<file path="src/rtl/upload_packer.sv">
// Transmit-side framer: turns (cmd, len, payload stream) into AA 44 CMD LEN_H LEN_L PAYLOAD CKSUM.
// Single registered output stage; header byte appears two cycles after an accepted pkt_start.
module upload_packer #(
  parameter logic [7:0] HDR0  = 8'hAA,
  parameter logic [7:0] HDR1  = 8'h44,
  parameter int         LEN_W = 16
) (
  input  logic             clk,
  input  logic             rst_n,
  input  logic             pkt_start,
  input  logic [7:0]       pkt_cmd,
  input  logic [LEN_W-1:0] pkt_len,
  output logic             pkt_busy,
  output logic             pkt_done,
  input  logic [7:0]       src_data,
  input  logic             src_valid,
  output logic             src_ready,
  output logic [7:0]       usb_upload_data,
  output logic             usb_upload_valid,
  input  logic             usb_upload_ready
);

  typedef enum logic [3:0] {
    S_IDLE, S_H0, S_H1, S_CMD, S_LENH, S_LENL, S_PAY, S_CKS, S_WAIT
  } state_t;

  state_t           state, state_nxt;
  logic [7:0]       cmd_q;
  logic [LEN_W-1:0] len_q;
  logic [LEN_W-1:0] cnt;
  logic [7:0]       cksum;
  logic [7:0]       len_h, len_l;
  logic             slot_free;
  logic             start_ok;
  logic             load;
  logic             sum_en;
  logic [7:0]       load_byte;

  assign slot_free = !usb_upload_valid || usb_upload_ready;
  assign start_ok  = (state == S_IDLE) && pkt_start;
  assign len_h     = 8'(len_q >> 8);
  assign len_l     = len_q[7:0];

  always_ff @(posedge clk or negedge rst_n) begin
    if (!rst_n) state <= S_IDLE;
    else        state <= state_nxt;
  end

  always_comb begin
    state_nxt = state;
    case (state)
      S_IDLE: if (pkt_start) state_nxt = S_H0;
      S_H0:   if (slot_free) state_nxt = S_H1;
      S_H1:   if (slot_free) state_nxt = S_CMD;
      S_CMD:  if (slot_free) state_nxt = S_LENH;
      S_LENH: if (slot_free) state_nxt = S_LENL;
      S_LENL: if (slot_free) state_nxt = (len_q == '0) ? S_CKS : S_PAY;
      S_PAY:  if (src_valid && slot_free && cnt == LEN_W'(1)) state_nxt = S_CKS;
      S_CKS:  if (slot_free) state_nxt = S_WAIT;
      // Checksum byte sits in the output register until the USB side takes it.
      S_WAIT: if (usb_upload_ready) state_nxt = S_IDLE;
      default: state_nxt = S_IDLE;
    endcase
  end

  always_comb begin
    load      = 1'b0;
    sum_en    = 1'b0;
    load_byte = 8'h00;
    src_ready = 1'b0;
    case (state)
      S_H0:   begin load = slot_free; load_byte = HDR0; end
      S_H1:   begin load = slot_free; load_byte = HDR1; end
      S_CMD:  begin load = slot_free; load_byte = cmd_q; sum_en = 1'b1; end
      S_LENH: begin load = slot_free; load_byte = len_h; sum_en = 1'b1; end
      S_LENL: begin load = slot_free; load_byte = len_l; sum_en = 1'b1; end
      S_PAY: begin
        src_ready = slot_free;
        load      = slot_free && src_valid;
        load_byte = src_data;
        sum_en    = 1'b1;
      end
      S_CKS:  begin load = slot_free; load_byte = cksum; end
      default: ;
    endcase
  end

  always_ff @(posedge clk or negedge rst_n) begin
    if (!rst_n) begin
      usb_upload_data  <= 8'h00;
      usb_upload_valid <= 1'b0;
      pkt_busy         <= 1'b0;
      pkt_done         <= 1'b0;
      cmd_q            <= 8'h00;
      len_q            <= '0;
      cnt              <= '0;
      cksum            <= 8'h00;
    end else begin
      pkt_done <= 1'b0;
      if (start_ok) begin
        cmd_q    <= pkt_cmd;
        len_q    <= pkt_len;
        cnt      <= pkt_len;
        cksum    <= 8'h00;
        pkt_busy <= 1'b1;
      end
      if (slot_free) begin
        usb_upload_valid <= load;
        if (load) usb_upload_data <= load_byte;
      end
      if (load && sum_en) cksum <= cksum + load_byte;
      if (load && state == S_PAY) cnt <= cnt - LEN_W'(1);
      if (state == S_WAIT && usb_upload_ready) begin
        pkt_busy <= 1'b0;
        pkt_done <= 1'b1;
      end
    end
  end

endmodule
</file>
<file path="config.mk">
export PLATFORM = sky130hd
export DESIGN_NAME = upload_packer
export DESIGN_NICKNAME = d
export VERILOG_FILES = /design/src/rtl/upload_packer.sv
export SDC_FILE = /design/constraint.sdc
export NUM_CORES = 1
export LEC_CHECK = 0
export BUFFER_PORTS_ARGS = -buffer_cell sky130_fd_sc_hd__buf_2
export CAP_MARGIN = 20
export CORE_MARGIN = 8
export CORE_UTILIZATION = 62
export DETAILED_ROUTE_END_ITERATION = 6
export PLACE_DENSITY_LB_ADDON = 0.1
export REMOVE_ABC_BUFFERS = 1
export SYNTH_ARGS = -nofsm -noshare
export SYNTH_HDL_FRONTEND = slang
export SYNTH_SLANG_ARGS = --single-unit
</file>
<file path="constraint.sdc">
create_clock -name clk -period 4.3 [get_ports clk]
set_input_delay 0.645 -clock clk [delete_from_list [all_inputs] [get_ports clk]]
set_output_delay 0.645 -clock clk [all_outputs]
set_load 0.01 [all_outputs]
</file>
==> impl_metrics.csv, run 1 <==
group,metric,value,unit
run_status,status,"completed",
clock_tree,cts_tree,"yes",
placement,numPortBuffers,48,
sta,skew,0.01024,ns
sta,final_hold_viol_count,0,
layout,fin_cells,488,
logic_synthesis,netlist_instances,369,
global_routing,grt_max_degree,64,
worst_setup_path,reg2reg_from,"state[0]",
sta,relSlewSlack,0.3870,
global_routing,antenna_found_initial,0,
route,wl_per_cell,16.32,µm
worst_setup_path,crit_path_max_fanout,25,
placement,dp.cells,472,
logic_synthesis,synth-seq-area-share,0.4619,
sta,final.setup.tns,0,ns
sta,finalCriticalPeriod,3.123,ns
logic_synthesis,synth_cell_types,54,
clock_tree,cts_buffers,9,
pwr,ir_worst_vdd,0.0004867,V
clock_tree,htreeDepth,3,
clock_tree,root_buffer,"clkbuf_8",
pwr,p_leak,0.001836,µW
logic_synthesis,ys_ff_latch,63,
logic_synthesis,synth_top_area_cell,"dfrtp_1",
placement,finalWeightedCongestion,0.8275,
sta,fin_crit_sh,0.7264,
layout,final_nets,459,
route,wl,7.963,mm
worst_setup_path,crit_type,"flop to flop",
logic_synthesis,yosysTopAreaCellShare,0.4619,
worst_setup_path,reg2reg_depth,11,
floorplan,dieArea,0.008135,mm²
run,cap_violations,0,
worst_setup_path,rr_endpoint,"cksum[6]",
global_routing,grt_pass1_wl,13.67,mm
route,drt_first_pass_iters,7,
layout,fillCellCount,457,
layout,antenna_cells,0,
worst_setup_path,crit_arrival,3.32,ns
floorplan,die_w,90.20,µm
worst_setup_path,cp-startpoint,"state[0]",
route,drc,0,
min_path,hp-class,"primary input to async pin",
logic_synthesis,syn_area_per_cell,9.250,µm²
clock_tree,clock_latency,0.34,ns
global_routing,grt_overflow,0,
clock_tree,cts_num_sinks,63,
worst_setup_path,critPathLaunchType,"flop",
worst_setup_path,worstSetupEndpointType,"flop",
clock_tree,cts_hold_buffers,0,
layout,synthToLayoutAreaGrowth,13.09,%
floorplan,design.core.area,0.005405,mm²
sta,slew_violations,0,
route,drtIter0Drc,194,
logic_synthesis,synthArstFlopShare,1.000,
clock_tree,cts_max_path_buffers,2,
logic_synthesis,netlist_area,0.003413,mm²
clock_tree,cts-resized-gates,0,
floorplan,die_y,90.20,µm
global_routing,grt_use_total,0.2056,
logic_synthesis,synthTopCellsByArea,"dfrtp_1 (46%), nand2_1 (9.7%), o21ai_0 (3.8%), o211ai_1 (3.7%), ha_1 (3.3%)",
sta,worst_pin_slew,0.9196,ns
clock_tree,cts_setup_buffers,0,
route,vias,2944,
sta,setup_viol,0,
worst_setup_path,crit_required,4.50,ns
layout,drive_above_1_share,0.2067,
logic_synthesis,synth_edf_count,0,
pwr,cellPowerDensity,777.6,mW/mm²
worst_setup_path,r2r_slack,1.18,ns
logic_synthesis,ys_warn_count,0,
logic_synthesis,ys.flop_type,"dfrtp_1",
sta,fmax,320.2,MHz
sta,grt_setup_unrepaired,"false",
floorplan,start_util,0.6315,
clock_tree,clkTransAtPathRegs,0.07,ns
floorplan,ios,49,
route,ant_nets,0,
floorplan,num_rows,27,
route,routed_via_density,6.033,
logic_synthesis,synthMostInstantiatedCell,"nand2_1",
placement,dp_hpwl,5.665,mm
logic_synthesis,synth_common_cells,"nand2_1 (88), dfrtp_1 (63), o21ai_0 (26)",
global_routing,grt_pass1_vias,2921,
worst_setup_path,crit_end,"cksum[6]",
state kept, by name, indices dropped and copies added, names as in the netlist:
signal,flops
pkt_busy,1
cmd_q,8
pkt_done,1
usb_upload_data,8
state,4
cnt,16
cksum,8
len_q,16
usb_upload_valid,1
cell families (layout without fill, tap and decap cells):
| group | Yosys count | count (layout) | share of synthesized area |
|---|---|---|---|
| mux | 17 | 17 | 0.06415 |
| fa+ha+maj | 10 | 10 | 0.03886 |
| flops | 63 | 63 | 0.4619 |
| compound gates | 80 | 80 | 0.1492 |
| simple gates | 165 | 165 | 0.2361 |
| buf+inv | 28 | 75 | 0.03446 |
| xor+xnor | 6 | 6 | 0.01540 |
stage by stage:
step / hold WS, ns / instance area [µm²] / worst slack (ns) / util / total power [µW]
2_1_floorplan: 0.3494 / 3329 / 1.570 / - / 2156
3_3_place_gp: 0.4659 / 3675 / 1.335 / 0.6799 / 2488
3_5_place_dp: 0.4653 / 3675 / 1.212 / 0.6799 / 2548
4_1_cts: 0.4801 / 3832 / 1.196 / 0.7090 / 2994
5_1_grt: 0.5025 / 3860 / 0.8278 / 0.7141 / 3270
6_report: 0.4576 / 3860 / 1.177 / 0.7141 / 3002
per-layer routing:
metal  GRT usage  wire (µm)  vias up
li1            -          -     1400
met1      0.2669       3584     1405
met2      0.3129       3648      118
met3     0.04821        533       21
met4      0.1068        196        0
met5           0          0        -
how the worst min path moves through the flow:
| stage | to | depth (start not counted) |
|---|---|---|
| finish | cnt[5] | 2 |
| global route | cmd_q[0] | 3 |
| CTS | cmd_q[1] | 2 |
| detailed placement | cmd_q[1] | 2 |
| global placement | cmd_q[1] | 2 |
| floorplan | cksum[0] | 0 |
layout make-up:
class | count | area (µm²) | area share
clock buffer | 14 | 152.6 | 0.03955
clock inverter | 1 | 5.005 | 0.001297
inverter | 9 | 33.78 | 0.008752
multi-input combinational | 278 | 1719 | 0.4454
sequential | 63 | 1577 | 0.4084
tap | 72 | 90.09 | 0.02334
timing repair buffer | 51 | 282.8 | 0.07326
layout by cell type, fill, tap and decap left out, drive strengths merged, types with 2 or more instances in the layout:
| cell type | n |
|---|---|
| mux2 | 9 |
| inv | 9 |
| a22oi | 2 |
| nor2b | 4 |
| or3 | 2 |
| o211ai | 17 |
| mux2i | 5 |
| nand3b | 4 |
| nand3 | 15 |
| xor2 | 4 |
| or4 | 6 |
| nand4 | 3 |
| o21ai | 27 |
| o31ai | 3 |
| nand2 | 89 |
| mux4 | 3 |
| nor3 | 8 |
| ha | 9 |
| dfrtp | 63 |
| and3 | 2 |
| o311ai | 5 |
| nor2 | 23 |
| a211oi | 2 |
| nor4 | 3 |
| xnor2 | 2 |
| a21o | 2 |
| clkbuf | 14 |
| a21oi | 13 |
| buf | 51 |
| a31oi | 3 |
| o22ai | 3 |
report_power, final:
part | leakage, µW | internal [µW] | switching (µW)
Clock | 0.0000805 | 222 | 211
Sequential | 0.000783 | 866 | 317
Combinational | 0.000972 | 634 | 752
Total | 0.00184 | 1720 | 1280
worst max-delay path, stage by stage, from the launching register on:
cell and delay, ns:
dfrtp_1 0.95, mux2i_1 0.29, o2bb2ai_1 0.09, a21oi_1 0.15, nor2_1 0.07, ha_1 0.26
fa_1 0.42, a21o_1 0.18, a21oi_1 0.21, o21ai_0 0.15, xnor2_1 0.14, o21ai_0 0.08
(Power assumes the default switching activity.)
==> run 2: changes to the inputs <==
Settings changed: CORE_UTILIZATION 62 to 52.
Clock period 4.3 ns to 2.8 ns, I/O delays scaled along.
==> run 2 against run 1 <==
Critical path depth stayed put. Sequential power is 45% higher. Maximum frequency is 18% higher. Die area is 16% higher. Cell area is 3.7% higher. Global-route usage is 2.0 points lower. Register-to-register slack worse by 1.0 ns. Non-clock buffer count is 13 higher. Final cell count is 3.9% higher. Clock skew is 0.0024 ns lower.
==> impl_metrics.csv, run 2 (same netlist as run 1, synthesis figures left out) <==
group,metric,value,unit
worst_setup_path,crit_arrival,2.86,ns
floorplan,dieArea,0.009413,mm²
floorplan,die_y,97.02,µm
worst_setup_path,crit_type,"flop to flop",
sta,grt_setup_unrepaired,"false",
placement,dp_hpwl,6.089,mm
sta,finalCriticalPeriod,2.654,ns
route,wl,8.350,mm
route,drc,0,
layout,final_cell_mix,"nand2_1 (88), dfrtp_1 (61), buf_2 (48), o21ai_0 (26), nor2_1 (22)",
floorplan,start_util,0.5375,
sta,final.setup.tns,0,ns
sta,relSlewSlack,0.5513,
global_routing,grt_pass1_wl,14.46,mm
global_routing,antenna_found_initial,0,
floorplan,num_rows,29,
sta,worst_pin_slew,0.6730,ns
layout,final_nets,472,
worst_setup_path,crit_path_max_fanout,8,
layout,drive_above_1_share,0.2465,
global_routing,grt_max_degree,47,
clock_tree,clock_latency,0.35,ns
global_routing,grt_pass1_vias,2879,
route,vias,2907,
worst_setup_path,crit_path_top_delay_cell,"dfrtp_2",
sta,setup_viol,0,
placement,finalWeightedCongestion,0.9129,
placement,numPortBuffers,48,
floorplan,die_w,97.02,µm
min_path,hp-class,"primary input to async pin",
clock_tree,cts_max_path_buffers,2,
run_status,status,"completed",
clock_tree,root_buffer,"clkbuf_8",
clock_tree,htreeDepth,3,
sta,final_hold_viol_count,0,
route,drtIter0Drc,237,
worst_setup_path,crit_path_cell_trace,"mux2i_1 > o2bb2ai_1 > a21oi_1 > nor2_1 > ha_1 > fa_1 > a21o_1 > a21oi_1 > o21ai_0 > xnor2_1 > o21ai_0",
sta,fmax,376.7,MHz
sta,fin_crit_sh,0.9480,
clock_tree,clkTransAtPathRegs,0.08,ns
global_routing,grt_use_total,0.1859,
layout,final_common_cell,"nand2_1",
layout,synthToLayoutAreaGrowth,17.27,%
route,wl_per_cell,16.47,µm
layout,top_regs,"cnt x16, len_q x16",
floorplan,ios,49,
worst_setup_path,critPathTopFamily,"compound AO/OA/AOI/OAI gates",
pwr,cellPowerDensity,1213,mW/mm²
route,ant_nets,0,
sta,setup_slack,0.1456,ns
global_routing,grt_overflow,0,
sta,skew,0.007886,ns
pwr,p_leak,0.001914,µW
route,drt_first_pass_iters,4,
worst_setup_path,worstSetupEndpointType,"flop",
placement,place_ws,0.1349,ns
worst_setup_path,slowest_delay,0.47,ns
layout,antenna_cells,0,
worst_setup_path,crit_required,3.01,ns
pwr,ir_worst_vdd,0.0007640,V
clock_tree,cts_num_sinks,63,
worst_setup_path,cp_num_buf_inv,0,
clock_tree,cts_buffers,9,
floorplan,design.core.area,0.006350,mm²
worst_setup_path,critPathLaunchType,"flop",
clock_tree,cts_tree,"yes",
run,cap_violations,0,
route,routed_via_density,5.734,
sta,slew_violations,0,
[run 2: changes by cell type in the layout (fill, tap and decap cells not counted), sizes merged]
cell	previous run	this run
clkbuf	14	10
bufinv	0	1
clkinvlp	0	2
buf	51	64
clkinv	1	3
[run 2: layer usage]
layer | global-route usage | vias up | share of wire
li1 | - | 1420 | -
met1 | 0.2611 | 1398 | 0.47
met2 | 0.2688 | 79 | 0.45
met3 | 0.05192 | 10 | 0.068
met4 | 0.05799 | 0 | 0.013
met5 | 0 | - | 0
[run 2: cell type report]
| cell class | instances | area (µm²) |
|---|---|---|
| Fill cell | 579 | 2347 |
| Clock buffer | 10 | 137.6 |
| Clock inverter | 6 | 60.06 |
| Inverter | 9 | 33.78 |
| Timing Repair Buffer | 64 | 376.6 |
| Sequential cell | 63 | 1579 |
| Tap cell | 77 | 96.34 |
| Multi-Input combinational cell | 278 | 1719 |
[run 2: path summary, 6_finish.rpt]
path,startpoint,to,slack (ns),cells after the start
max reg2reg,state[0],cksum[6],0.15,11
max,state[0],cksum[6],0.15,11
min reg2reg,cmd_q[4],cmd_q[4],0.48,2
min,rst_n,cnt[4],0.1,1
max in group asynchronous,rst_n,state[1],2.06,2
min in group clk,pkt_cmd[5],cmd_q[5],0.25,3
[run 2: report_power, final]
| part | internal, µW | switching (µW) |
|---|---|---|
| combinational | 1070 | 1270 |
| clock | 430 | 377 |
| sequential | 1340 | 373 |
| total | 2830 | 2020 |
[run 2: metrics by stage]
step	cell area (µm²)	instances	hold slack, ns	util	power [µW]
after floorplan	3329	350	0.1244	-	3311
after global placement	3784	489	0.4589	0.5959	3977
after detailed placement	3784	489	0.4611	0.5959	4020
after CTS	3981	505	0.1124	0.6270	4845
after global routing	4003	507	0.1527	0.6303	5284
final	4003	507	0.09721	0.6303	4856
[run 2: repair_timing]
action	4_1_cts	5_1_grt
hold buffers	0	0
setup endpoints to repair	0	3
endpoints found under the hold margin	0	0
resized for setup	0	3
buffers inserted	0	2
